## src/rtl/uart_ram_loader.sv

```systemverilog
// uart_ram_loader
// Serial boot loader for the Z80 program RAM. Receives 8N1 UART bytes,
// parses the frame A5, ADDR_LO, ADDR_HI, LEN_LO, LEN_HI, data..., CSUM and
// writes each data byte into the RAM one clock after it arrives. The Z80 is
// held in reset while a load runs and after any failed load.
//
// Ports:
//   clk         system clock, rising edge
//   rst_n       asynchronous active-low reset
//   uart_rx     serial input, idle high, asynchronous to clk
//   ram_addr_w  RAM write address (holds after each write)
//   ram_din     RAM write data (holds after each write)
//   ram_we      RAM write enable, one-cycle pulse per data byte
//   cpu_rst_n   Z80 reset, active low (released at power-up and after a good load)
//   busy        frame in progress
//   done        one-cycle pulse on a successful load
//   err         sticky error flag, cleared by the next frame start
module uart_ram_loader #(
    parameter int CLKS_PER_BIT = 139,
    parameter int ADDR_WIDTH   = 14,
    parameter int MEM_DEPTH    = 15360,
    parameter int TIMEOUT_CLKS = 1600000
) (
    input  logic                  clk,
    input  logic                  rst_n,
    input  logic                  uart_rx,
    output logic [ADDR_WIDTH-1:0] ram_addr_w,
    output logic [7:0]            ram_din,
    output logic                  ram_we,
    output logic                  cpu_rst_n,
    output logic                  busy,
    output logic                  done,
    output logic                  err
);

    localparam int CNT_W = $clog2(CLKS_PER_BIT);
    localparam int TMO_W = $clog2(TIMEOUT_CLKS + 1);
    localparam logic [CNT_W-1:0] BIT_LAST  = CNT_W'(CLKS_PER_BIT - 1);
    localparam logic [CNT_W-1:0] HALF_LAST = CNT_W'(CLKS_PER_BIT / 2 - 1);
    localparam logic [TMO_W-1:0] TMO_LAST  = TMO_W'(TIMEOUT_CLKS - 1);
    localparam logic [16:0]      DEPTH17   = 17'(MEM_DEPTH);

    // ------------------------------------------------------------------
    // Synchronizer plus one extra stage for falling-edge detection
    // ------------------------------------------------------------------
    logic rx_meta, rx_sync, rx_prev;

    // NOTE: non-blocking assignments for all registered state, so every flop
    // samples the values from before the clock edge.
    always_ff @(posedge clk or negedge rst_n) begin
        if (!rst_n) begin
            rx_meta <= 1'b1;
            rx_sync <= 1'b1;
            rx_prev <= 1'b1;
        end else begin
            rx_meta <= uart_rx;
            rx_sync <= rx_meta;
            rx_prev <= rx_sync;
        end
    end

    // ------------------------------------------------------------------
    // RX engine
    // ------------------------------------------------------------------
    typedef enum logic [1:0] {RX_IDLE, RX_START, RX_DATA, RX_STOP} rx_state_t;

    rx_state_t        rx_state, rx_state_nxt;
    logic [CNT_W-1:0] rx_cnt, rx_cnt_nxt;
    logic [2:0]       rx_bit, rx_bit_nxt;
    logic [7:0]       rx_shift, rx_shift_nxt;
    logic             rx_valid, rx_valid_nxt;
    logic             rx_ferr, rx_ferr_nxt;

    always_ff @(posedge clk or negedge rst_n) begin
        if (!rst_n) begin
            rx_state <= RX_IDLE;
            rx_cnt   <= '0;
            rx_bit   <= '0;
            rx_shift <= '0;
            rx_valid <= 1'b0;
            rx_ferr  <= 1'b0;
        end else begin
            rx_state <= rx_state_nxt;
            rx_cnt   <= rx_cnt_nxt;
            rx_bit   <= rx_bit_nxt;
            rx_shift <= rx_shift_nxt;
            rx_valid <= rx_valid_nxt;
            rx_ferr  <= rx_ferr_nxt;
        end
    end

    // NOTE: every signal gets a default before the case statement, so no
    // path leaves a value unassigned and no latch is inferred.
    always_comb begin
        rx_state_nxt = rx_state;
        rx_cnt_nxt   = rx_cnt;
        rx_bit_nxt   = rx_bit;
        rx_shift_nxt = rx_shift;
        rx_valid_nxt = 1'b0;
        rx_ferr_nxt  = 1'b0;
        case (rx_state)
            RX_IDLE: begin
                if (rx_prev && !rx_sync) begin
                    rx_state_nxt = RX_START;
                    rx_cnt_nxt   = '0;
                end
            end
            RX_START: begin
                // Mid-start-bit check rejects glitches shorter than half a bit.
                if (rx_cnt == HALF_LAST) begin
                    rx_cnt_nxt   = '0;
                    rx_bit_nxt   = '0;
                    rx_state_nxt = rx_sync ? RX_IDLE : RX_DATA;
                end else begin
                    rx_cnt_nxt = rx_cnt + 1'b1;
                end
            end
            RX_DATA: begin
                if (rx_cnt == BIT_LAST) begin
                    rx_cnt_nxt   = '0;
                    rx_shift_nxt = {rx_sync, rx_shift[7:1]};  // LSB first
                    rx_bit_nxt   = rx_bit + 1'b1;
                    if (rx_bit == 3'd7) rx_state_nxt = RX_STOP;
                end else begin
                    rx_cnt_nxt = rx_cnt + 1'b1;
                end
            end
            RX_STOP: begin
                if (rx_cnt == BIT_LAST) begin
                    rx_cnt_nxt   = '0;
                    rx_state_nxt = RX_IDLE;
                    rx_valid_nxt = rx_sync;
                    rx_ferr_nxt  = !rx_sync;
                end else begin
                    rx_cnt_nxt = rx_cnt + 1'b1;
                end
            end
            default: rx_state_nxt = RX_IDLE;
        endcase
    end

    // ------------------------------------------------------------------
    // Frame parser
    // ------------------------------------------------------------------
    typedef enum logic [2:0] {
        P_IDLE, P_ADDR_L, P_ADDR_H, P_LEN_L, P_LEN_H, P_DATA, P_CSUM, P_FAIL
    } p_state_t;

    p_state_t              p_state, p_state_nxt;
    logic [7:0]            addr_lo, addr_lo_nxt;
    logic [7:0]            len_lo, len_lo_nxt;
    logic [ADDR_WIDTH-1:0] cur_addr, cur_addr_nxt;
    logic [15:0]           remain, remain_nxt;
    logic [7:0]            sum, sum_nxt;
    logic [TMO_W-1:0]      tmo, tmo_nxt;
    logic [ADDR_WIDTH-1:0] ram_addr_w_nxt;
    logic [7:0]            ram_din_nxt;
    logic                  ram_we_nxt, cpu_rst_n_nxt, busy_nxt, done_nxt, err_nxt;
    logic                  tmo_expired;
    logic [15:0]           addr_full, len_full;
    logic [16:0]           range_end;

    assign addr_full = {rx_shift, addr_lo};
    assign len_full  = {rx_shift, len_lo};
    assign range_end = 17'(cur_addr) + 17'(len_full);

    always_ff @(posedge clk or negedge rst_n) begin
        if (!rst_n) begin
            p_state    <= P_IDLE;
            addr_lo    <= '0;
            len_lo     <= '0;
            cur_addr   <= '0;
            remain     <= '0;
            sum        <= '0;
            tmo        <= '0;
            ram_addr_w <= '0;
            ram_din    <= '0;
            ram_we     <= 1'b0;
            cpu_rst_n  <= 1'b1;  // RAM is preloaded, so the Z80 runs from power-up
            busy       <= 1'b0;
            done       <= 1'b0;
            err        <= 1'b0;
        end else begin
            p_state    <= p_state_nxt;
            addr_lo    <= addr_lo_nxt;
            len_lo     <= len_lo_nxt;
            cur_addr   <= cur_addr_nxt;
            remain     <= remain_nxt;
            sum        <= sum_nxt;
            tmo        <= tmo_nxt;
            ram_addr_w <= ram_addr_w_nxt;
            ram_din    <= ram_din_nxt;
            ram_we     <= ram_we_nxt;
            cpu_rst_n  <= cpu_rst_n_nxt;
            busy       <= busy_nxt;
            done       <= done_nxt;
            err        <= err_nxt;
        end
    end

    always_comb begin
        p_state_nxt    = p_state;
        addr_lo_nxt    = addr_lo;
        len_lo_nxt     = len_lo;
        cur_addr_nxt   = cur_addr;
        remain_nxt     = remain;
        sum_nxt        = sum;
        tmo_nxt        = '0;
        ram_addr_w_nxt = ram_addr_w;
        ram_din_nxt    = ram_din;
        ram_we_nxt     = 1'b0;
        cpu_rst_n_nxt  = cpu_rst_n;
        busy_nxt       = busy;
        done_nxt       = 1'b0;
        err_nxt        = err;
        tmo_expired    = 1'b0;

        // Counter holds 1 right after a byte, so expiry lands exactly
        // TIMEOUT_CLKS cycles after the last rx_valid.
        if (p_state != P_IDLE) begin
            if (rx_valid)             tmo_nxt = TMO_W'(1);
            else if (tmo == TMO_LAST) tmo_expired = 1'b1;
            else                      tmo_nxt = tmo + 1'b1;
        end

        case (p_state)
            P_IDLE: begin
                if (rx_valid && rx_shift == 8'hA5) begin
                    p_state_nxt   = P_ADDR_L;
                    err_nxt       = 1'b0;
                    busy_nxt      = 1'b1;
                    cpu_rst_n_nxt = 1'b0;
                    tmo_nxt       = TMO_W'(1);
                end
            end
            P_ADDR_L: if (rx_valid) begin
                addr_lo_nxt = rx_shift;
                p_state_nxt = P_ADDR_H;
            end
            P_ADDR_H: if (rx_valid) begin
                if ((addr_full >> ADDR_WIDTH) != 16'd0) begin
                    p_state_nxt = P_FAIL;
                end else begin
                    cur_addr_nxt = addr_full[ADDR_WIDTH-1:0];
                    p_state_nxt  = P_LEN_L;
                end
            end
            P_LEN_L: if (rx_valid) begin
                len_lo_nxt  = rx_shift;
                p_state_nxt = P_LEN_H;
            end
            P_LEN_H: if (rx_valid) begin
                // The 17-bit check guarantees the address never wraps in DATA.
                if (range_end > DEPTH17) begin
                    p_state_nxt = P_FAIL;
                end else begin
                    remain_nxt  = len_full;
                    sum_nxt     = '0;
                    p_state_nxt = (len_full == 16'd0) ? P_CSUM : P_DATA;
                end
            end
            P_DATA: if (rx_valid) begin
                ram_we_nxt     = 1'b1;
                ram_addr_w_nxt = cur_addr;
                ram_din_nxt    = rx_shift;
                cur_addr_nxt   = cur_addr + 1'b1;
                remain_nxt     = remain - 1'b1;
                sum_nxt        = sum + rx_shift;
                if (remain == 16'd1) p_state_nxt = P_CSUM;
            end
            P_CSUM: if (rx_valid) begin
                if (rx_shift == sum) begin
                    done_nxt      = 1'b1;
                    busy_nxt      = 1'b0;
                    cpu_rst_n_nxt = 1'b1;
                    p_state_nxt   = P_IDLE;
                end else begin
                    p_state_nxt = P_FAIL;
                end
            end
            P_FAIL:  p_state_nxt = P_IDLE;
            default: p_state_nxt = P_IDLE;
        endcase

        // Line faults abort any frame in progress.
        if (p_state != P_IDLE && p_state != P_FAIL && (rx_ferr || tmo_expired))
            p_state_nxt = P_FAIL;

        // err rises in the same cycle FAIL is entered; Z80 stays in reset.
        if (p_state_nxt == P_FAIL) begin
            err_nxt       = 1'b1;
            busy_nxt      = 1'b0;
            cpu_rst_n_nxt = 1'b0;
        end
    end

endmodule

```

## config.mk

```make
export PLATFORM = sky130hd
export DESIGN_NAME = uart_ram_loader
export DESIGN_NICKNAME = d
export VERILOG_FILES = /design/src/rtl/uart_ram_loader.sv
export SDC_FILE = /design/constraint.sdc
export NUM_CORES = 1
export LEC_CHECK = 0
export CAP_MARGIN = 30
export CORE_AREA = 2 2 162 164
export CTS_CLUSTER_SIZE = 28
export DETAILED_ROUTE_END_ITERATION = 8
export DIE_AREA = 0 0 164 166
export DONT_BUFFER_PORTS = 1
export GPL_TIMING_DRIVEN = 0
export MAX_ROUTING_LAYER = met4
export SETUP_SLACK_MARGIN = 0.2
export SLEW_MARGIN = 10
export SYNTH_ARGS = -nofsm -noshare
export SYNTH_HDL_FRONTEND = slang
export SYNTH_SLANG_ARGS = --single-unit
```

## constraint.sdc

```tcl
create_clock -name clk -period 5.8 [get_ports clk]
set_clock_uncertainty 0.15 [all_clocks]
set_input_delay 0.58 -clock clk [delete_from_list [all_inputs] [get_ports clk]]
set_output_delay 0.58 -clock clk [all_outputs]
set_load 0.005 [all_outputs]
```

==> impl_metrics.ini, run 1 <==
[status]
status = finished with violations
violations = hold timing

[placed_design]
detailed_place.area_um2 = 7990
dpl_worst_slack_ps = 2170
port_buffers = 0
gpl.final_weighted_congestion = 0.924
dp_hpwl_um = 13700

[detailed_routing]
vias_per_cell = 5.34
vias = 6364
drt-pass1-iter-count = 7
drc = 0
wl_per_cell_um = 16.8
drtIter0Drc = 378
drt_wl_total_um = 20000
ant_nets = 0

[clock_network]
cts_tree = done
h-tree-depth = 4
clock-sinks = 131
clk_pin_slew_ps = 60
cts_setup_buffers = 0
cts-hold-fix-buffers = 2
cts_buffer_depth = 2
cts_buffers = 17
clk_latency_ps = 420
root_buffer = clkbuf_16
post_cts_resized = 0

[timing]
fmax_mhz = 272
drv_slew = 0
worst_slew_pin_slew_ps = 763
hold_viol_final = 23
slew_headroom = 0.491
rsz0062_at_grt = false
fin_crit_ps = 3670
finalCritPeriodShare = 0.633
whs_ps = -45.0
setup_tns_ps = 0
finalWorstSetupSlack_ps = 2130
setup_viol = 0

[floorplanning]
dieArea_um2 = 27200
fp.dieW_um = 164
row_count = 59
fp.coreArea_um2 = 25600
die_h_um = 166
ios = 30
initial_core_util = 0.295

[logic_synthesis]
netlist_top_cells_count = dfrtp_1 (127), nand2_1 (121), nor2_1 (63), a21oi_1 (57), o21ai_0 (46)
synth_top_area_cell = dfrtp_1
synthTopCellsByArea = dfrtp_1 (42%), nand2_1 (6.0%), ha_1 (5.0%), a21oi_1 (3.8%), mux2_2 (3.4%)
async_flop_share = 1.00
synthFlopType = dfrtp_1
yosysWarnings = 0
yosysMostFrequentCell = dfrtp_1
synth_nets = 857
syn_area_um2 = 7560
yosysSeqAreaShare = 0.434
synth-edff-count = 0
synthCells = 822
synth_seq_cells = 131
synth_top_area_share = 0.420
synth.distinct_cells = 78
syn_area_per_cell_um2 = 9.20

[global_routing]
grt_max_degree = 132
grt_pass1_vias = 6205
grt_pass1_wl_um = 32800
grtUsageTotal = 0.155
antenna_found_initial = 0
grt_overflow_total = 0

[min_path]
hold_path_class = in -> async

[pwr]
p_leak_nw = 3.84
powerDensity_nw_per_um2 = 242
ir_drop_mv = 0.216
p_total_mw = 2.08

[final_layout]
area_growth_pct = 13.6
drive_above_1_share = 0.102
postLayoutCoreUtil = 0.335
n_antenna_cell = 0
nNetsFinal = 879
final_area_um2 = 8590
fillers = 2623

[run]
maxCapViolations = 0

[setup_path]
endpoint_kind = flip-flop
worstPathMaxFanout = 10
cp.required_ps = 5950
worstPathArrival_ps = 3820
startpoint_type = flip-flop
criticalPathCategory = reg -> reg
==> placed cells by master, fill, tap and decap left out, types with 11 or more instances in the layout <==
cell type	instances
dfrtp_1	127
nand2_1	121
nor2_1	63
a21oi_1	57
o21ai_0	46
clkbuf_1	35
nor3_1	31
ha_1	30
nand3_1	26
xor2_1	23
mux2_2	23
inv_1	22
clkbuf_16	17
o211ai_1	13
and3_1	12
xnor2_1	11
o22ai_1	11
==> path summary, 6_finish.rpt <==
path                           start    endpoint  slack, ps  depth (start not counted)
max reg2reg                len_lo[0]  remain[10]       2130                         11
min reg2reg                  rx_meta     rx_sync        210                          0
min in group clk             rx_meta     rx_sync        210                          0
max in group asynchronous      rst_n   remain[6]       5010                          1
max                        len_lo[0]  remain[10]       2130                         11
min                            rst_n  ram_din[2]        -50                          1
==> cell type report <==
type | instances | area (um^2) | share of cell area
inverters | 23 | 86.3 | 0.0100
repair buffers | 3 | 42.5 | 0.00495
well taps | 335 | 419 | 0.0488
clock inverters | 12 | 123 | 0.0143
flip-flops and latches | 131 | 3280 | 0.382
clock buffers | 20 | 447 | 0.0520
multi-input cells | 626 | 3980 | 0.463
plain buffers | 42 | 211 | 0.0246
==> routing by layer <==
| metal | share of wire | vias to the layer above | global-route usage |
|---|---|---|---|
| li1 | - | 3021 | - |
| met5 | 0 | - | - |
| met1 | 0.46 | 3102 | 0.207 |
| met2 | 0.46 | 194 | 0.233 |
| met3 | 0.051 | 47 | 0.0285 |
| met4 | 0.029 | 0 | 0.0618 |
==> kinds of logic (layout without fill, tap and decap cells) <==
| kind of cell | count (synthesis) | after routing | share of synthesized area |
|---|---|---|---|
| adders and majority gates | 32 | 32 | 0.0549 |
| buffers and inverters | 65 | 100 | 0.0394 |
| AOI/OAI and AO/OA | 202 | 202 | 0.174 |
| DFF | 131 | 131 | 0.434 |
| and+or+nand+nor | 327 | 327 | 0.213 |
| muxes | 31 | 31 | 0.0448 |
| xor gates and xnor gates | 34 | 34 | 0.0394 |
==> sequential cells by signal (all words and copies together), names as in the netlist, 3 cells and up, named ones only <==
name        count
remain         16
rx_shift        8
p_state         3
tmo            21
sum             8
len_lo          8
cur_addr       14
ram_addr_w     14
ram_din         8
addr_lo         8
rx_bit          3
rx_cnt          8
==> through the flow <==
| stage | hold slack, ps | std cells |
|---|---|---|
| final | -45.0 | 1192 |
| after global routing | 7.74 | 1192 |
| after CTS | 15.2 | 1192 |
| after detailed placement | 136 | 1158 |
| after global placement | 136 | 1157 |
| after floorplan | 134 | 822 |
==> worst max-delay path: stages (launching register included) <==
cell and delay (ps):
dfrtp_1 450, ha_1 270, fa_1 410, a21o_1 220, a221oi_1 510, a211oi_1 180
xnor2_1 190, nor4b_4 250, a31oi_2 150, o21ai_2 390, buf_4 270, o2bb2ai_1 90
==> report_power, final <==
group,internal (mW),switching (mW),leakage (nW)
clock network,0.608,0.433,0.262
logic,0.0310,0.0591,1.76
registers,0.929,0.0165,1.81
total,1.57,0.509,3.84
Power figures use the tool's default switching activity.
==> run 2: changes to the inputs <==
Clock period 5.8 ns to 3.2 ns, I/O delays scaled along.
==> impl_metrics.ini, run 2 (synthesis results as in run 1) <==
[status]
status = finished with violations
violations = hold timing, setup timing

[detailed_routing]
wl_per_cell_um = 17.1
drtIter0Drc = 452
drt-pass1-iter-count = 5
vias_per_cell = 5.29
drt_wl_total_um = 20700
drc = 0
ant_nets = 0
vias = 6410

[final_layout]
postLayoutCoreUtil = 0.357
layout_common_cells = nand2_1 (121), dfrtp_1 (121), nor2_1 (61), a21oi_1 (53), o21ai_0 (43)
fin_cells = 1211
nNetsFinal = 898
n_antenna_cell = 0
top_regs = tmo x21, remain x16
top_register = tmo
fillers = 2575
area_growth_pct = 21.1
largest_reg_flops = 21
final_area_um2 = 9160
drive_above_1_share = 0.180

[placed_design]
dpl.cell_count = 1158
dp_hpwl_um = 13600
dpl_worst_slack_ps = -358
detailed_place.area_um2 = 8000
gpl.final_weighted_congestion = 0.903
port_buffers = 0

[timing]
whs_ps = -561
finalWorstSetupSlack_ps = -33.1
drv_slew = 0
fmax_mhz = 309
finalCritPeriodShare = 1.01
fin_crit_ps = 3230
rsz0062_at_grt = true
worst_slew_pin_slew_ps = 731
setup_viol = 11
slew_headroom = 0.513
hold_viol_final = 131

[global_routing]
grt_overflow_total = 0
grt_pass1_vias = 6288
grt_max_degree = 132
antenna_found_initial = 0
grt_pass1_wl_um = 33500
grtUsageTotal = 0.160

[clock_network]
h-tree-depth = 4
cts-hold-fix-buffers = 1
clk_latency_ps = 420
root_buffer = clkbuf_16
clock-sinks = 131
cts_tree = done
clk_pin_slew_ps = 60
cts_buffer_depth = 2
cts_buffers = 17

[setup_path]
endpoint_kind = flip-flop
timing.rr.end = remain[1]
slowest_delay_ps = 450
worstPathArrival_ps = 3430
crit_top_cell = buf_6
worstPathMaxFanout = 6
cp_slowest_cell = dfrtp_2
cp_num_buf_inv = 2
criticalPathCategory = reg -> reg
cp.required_ps = 3390
reg2reg_slack_ps = -30
startpoint_type = flip-flop
path_cells = ha_4 -> fa_2 -> a21o_4 -> a221oi_4 -> a211oi_2 -> xnor2_1 -> nor4b_4 -> a31oi_4 -> buf_6 -> o21ai_4 -> buf_6 -> mux2i_1
r2r-start = len_lo[0]
ff2ff_path_depth = 12
crit_family = compound AO/OA/AOI/OAI gates

[floorplanning]
fp.dieW_um = 164
ios = 30
initial_core_util = 0.295
fp.coreArea_um2 = 25600
dieArea_um2 = 27200
row_count = 59
die_h_um = 166

[run]
maxCapViolations = 0

[pwr]
p_total_mw = 3.97
ir_drop_mv = 0.315
powerDensity_nw_per_um2 = 434
p_leak_nw = 4.01

[min_path]
hold_path_class = in -> async
-- run 2: timing repair --
action	in CTS	in global routing
setup endpoints to repair	33	53
gates resized for setup	46	29
setup buffers	12	6
hold endpoints to repair	132	131
pin swaps	28	12
gates cloned	2	0
-- run 2: cell type report --
cell class | count | area (um^2) | share of cell area
sequential | 131 | 3290 | 0.360
timing repair buffer | 22 | 223 | 0.0243
inverter | 23 | 86.3 | 0.00943
clock buffer | 21 | 470 | 0.0514
multi-input combinational | 626 | 4260 | 0.465
clock inverter | 11 | 175 | 0.0191
buffer | 42 | 230 | 0.0251
tap | 335 | 419 | 0.0458
-- run 2: worst max path at each step --
stage                start          to  slack (ps)  cells after the start
2_1_floorplan  cur_addr[0]   remain[0]         190                     11
3_3_place_gp     len_lo[0]   remain[2]        -310                     11
3_5_place_dp     len_lo[0]  remain[14]        -360                     11
4_1_cts          len_lo[0]  remain[11]         -20                     12
5_1_grt          len_lo[0]   remain[1]        -120                     12
6_report         len_lo[0]   remain[1]         -30                     12
-- run 2: routing by layer --
metal	track usage	routed length, um	vias to the layer above
met1	0.213	9540	3132
met5	-	0	-
met3	0.0325	1070	37
met4	0.0591	524	0
met2	0.239	9550	173
li1	-	-	3068
-- run 2: power by group --
| part | internal [mW] | switching [mW] | total (mW) |
|---|---|---|---|
| sequential | 1.68 | 0.0294 | 1.71 |
| clock | 1.37 | 0.758 | 2.13 |
| combinational | 0.0522 | 0.0758 | 0.128 |
-- run 2: metrics by stage --
stage,hold slack (ps),TNS (ps)
3_5_place_dp,-123,-5500
6_report,-561,-142
3_3_place_gp,-123,-4890
4_1_cts,-573,-124
5_1_grt,-575,-1560
2_1_floorplan,-126,0
-- run 2: worst reg2reg max path, cell delays in order (launching register included) --
cell	delay, ps
dfrtp_2	450
ha_4	180
fa_2	350
a21o_4	230
a221oi_4	290
a211oi_2	130
xnor2_1	170
nor4b_4	310
a31oi_4	140
buf_6	140
o21ai_4	290
buf_6	160
mux2i_1	160
==> run 3: changes to the inputs <==
Settings changed: TNS_END_PERCENT from default to 50.
==> impl_metrics.ini, run 3 (synthesis results as in run 1) <==
[status]
status = finished with violations
violations = hold timing, setup timing

[detailed_routing]
drc = 0
vias_per_cell = 5.31
drt-pass1-iter-count = 5
drtIter0Drc = 408
vias = 6427
drt_wl_total_um = 20600
wl_per_cell_um = 17.0
ant_nets = 0

[clock_network]
clk_pin_slew_ps = 60
cts-hold-fix-buffers = 1
root_buffer = clkbuf_16
cts_tree = done
cts_buffer_depth = 2
clk_latency_ps = 420
h-tree-depth = 4
cts_buffers = 17
clock-sinks = 131

[floorplanning]
fp.dieW_um = 164
initial_core_util = 0.295
fp.coreArea_um2 = 25600
die_h_um = 166
ios = 30
row_count = 59
dieArea_um2 = 27200

[global_routing]
grt_overflow_total = 0
grt_pass1_wl_um = 33500
grt_max_degree = 132
antenna_found_initial = 0
grt_pass1_vias = 6288
grtUsageTotal = 0.159

[timing]
fmax_mhz = 306
worst_slew_pin_slew_ps = 725
rsz0062_at_grt = true
slew_headroom = 0.517
finalCritPeriodShare = 1.02
whs_ps = -563
finalWorstSetupSlack_ps = -63.7
setup_viol = 15
hold_viol_final = 131
drv_slew = 0
fin_crit_ps = 3260
setup_tns_ps = -537

[setup_path]
worstPathMaxFanout = 6
timing.rr.end = remain[1]
r2r-start = len_lo[0]
ff2ff_path_depth = 12
criticalPathCategory = reg -> reg
worstPathArrival_ps = 3460
slowest_delay_ps = 450
endpoint_kind = flip-flop
crit_top_cell = buf_6
crit_family = compound AO/OA/AOI/OAI gates
path_cells = ha_4 -> fa_2 -> a21o_4 -> a221oi_4 -> a211oi_2 -> xnor2_1 -> nor4b_4 -> a31oi_4 -> buf_6 -> o21ai_4 -> buf_6 -> mux2i_1
cp_slowest_cell = dfrtp_2
reg2reg_slack_ps = -60
startpoint_type = flip-flop
cp_num_buf_inv = 2
cp.required_ps = 3390
cp-startpoint = len_lo[0]

[final_layout]
area_growth_pct = 20.7
layout_common_cells = nand2_1 (121), dfrtp_1 (121), nor2_1 (61), a21oi_1 (53), o21ai_0 (43)
fillers = 2576
largest_reg_flops = 21
top_register = tmo
top_regs = tmo x21, remain x16
nNetsFinal = 898
n_antenna_cell = 0
drive_above_1_share = 0.177

[placed_design]
dpl_worst_slack_ps = -358
gpl.final_weighted_congestion = 0.903
port_buffers = 0
dp_hpwl_um = 13600

[run]
maxCapViolations = 0

[pwr]
p_leak_nw = 4.00
powerDensity_nw_per_um2 = 436
ir_drop_mv = 0.316

[min_path]
hold_path_class = in -> async
==> run 3: cell counts in the layout (fill, tap and decap cells not counted) <==
No cell type changed its count.
==> run 3: cell type report <==
cell class	count	area (um^2)	area share
inverter	23	86.3	0.00946
multi-input combinational	626	4230	0.463
sequential	131	3290	0.361
tap	335	419	0.0459
buffer	42	230	0.0252
clock inverter	11	175	0.0192
timing repair buffer	22	223	0.0244
clock buffer	21	470	0.0516
==> run 3: power breakdown <==
group | internal [mW] | leakage, nW | switching [mW] | total [mW]
clock network | 1.37 | 0.310 | 0.763 | 2.13
logic | 0.0522 | 1.89 | 0.0755 | 0.128
registers | 1.68 | 1.80 | 0.0292 | 1.71
==> run 3: repair_timing <==
action | in CTS | in global routing
endpoints found under the hold margin | 132 | 131
endpoints found under the setup margin | 33 | 53
buffers inserted | 11 | 7
pin swaps | 22 | 16
cloned | 2 | 0
resized for setup | 36 | 34
==> run 3: how the worst max path moves through the flow <==
stage	cells after the start	end	slack [ps]
6_report	12	remain[1]	-60
5_1_grt	12	remain[9]	-140
4_1_cts	12	remain[11]	-20
3_5_place_dp	11	remain[14]	-360
3_3_place_gp	11	remain[2]	-310
2_1_floorplan	11	remain[0]	190
==> run 3: worst register-to-register path, cell delays in order (launching register included) <==
cell,delay (ps)
dfrtp_2,450
ha_4,180
fa_2,350
a21o_4,230
a221oi_4,320
a211oi_2,130
xnor2_1,170
nor4b_4,310
a31oi_4,140
buf_6,140
o21ai_4,300
buf_6,160
mux2i_1,160
==> run 3: metrics by stage <==
stage          instance area (um^2)   util  hold WS (ps)  power, mW  cells
2_1_floorplan                  7570      -          -126       1.84    822
3_3_place_gp                   7990  0.312          -123       1.87   1157
3_5_place_dp                   8000  0.312          -123       1.87   1158
4_1_cts                        8940  0.349          -573       4.01   1204
5_1_grt                        9120  0.356          -575       4.11   1211
6_report                       9120  0.356          -563       3.97   1211
==> run 3: routing by layer <==
metal  share of wire  GRT usage  vias to the layer above
li1                -          -                     3075
met1            0.46      0.211                     3104
met2            0.45      0.237                      200
met3           0.051     0.0330                       48
met4           0.033     0.0633                        0
met5               0          -                        -
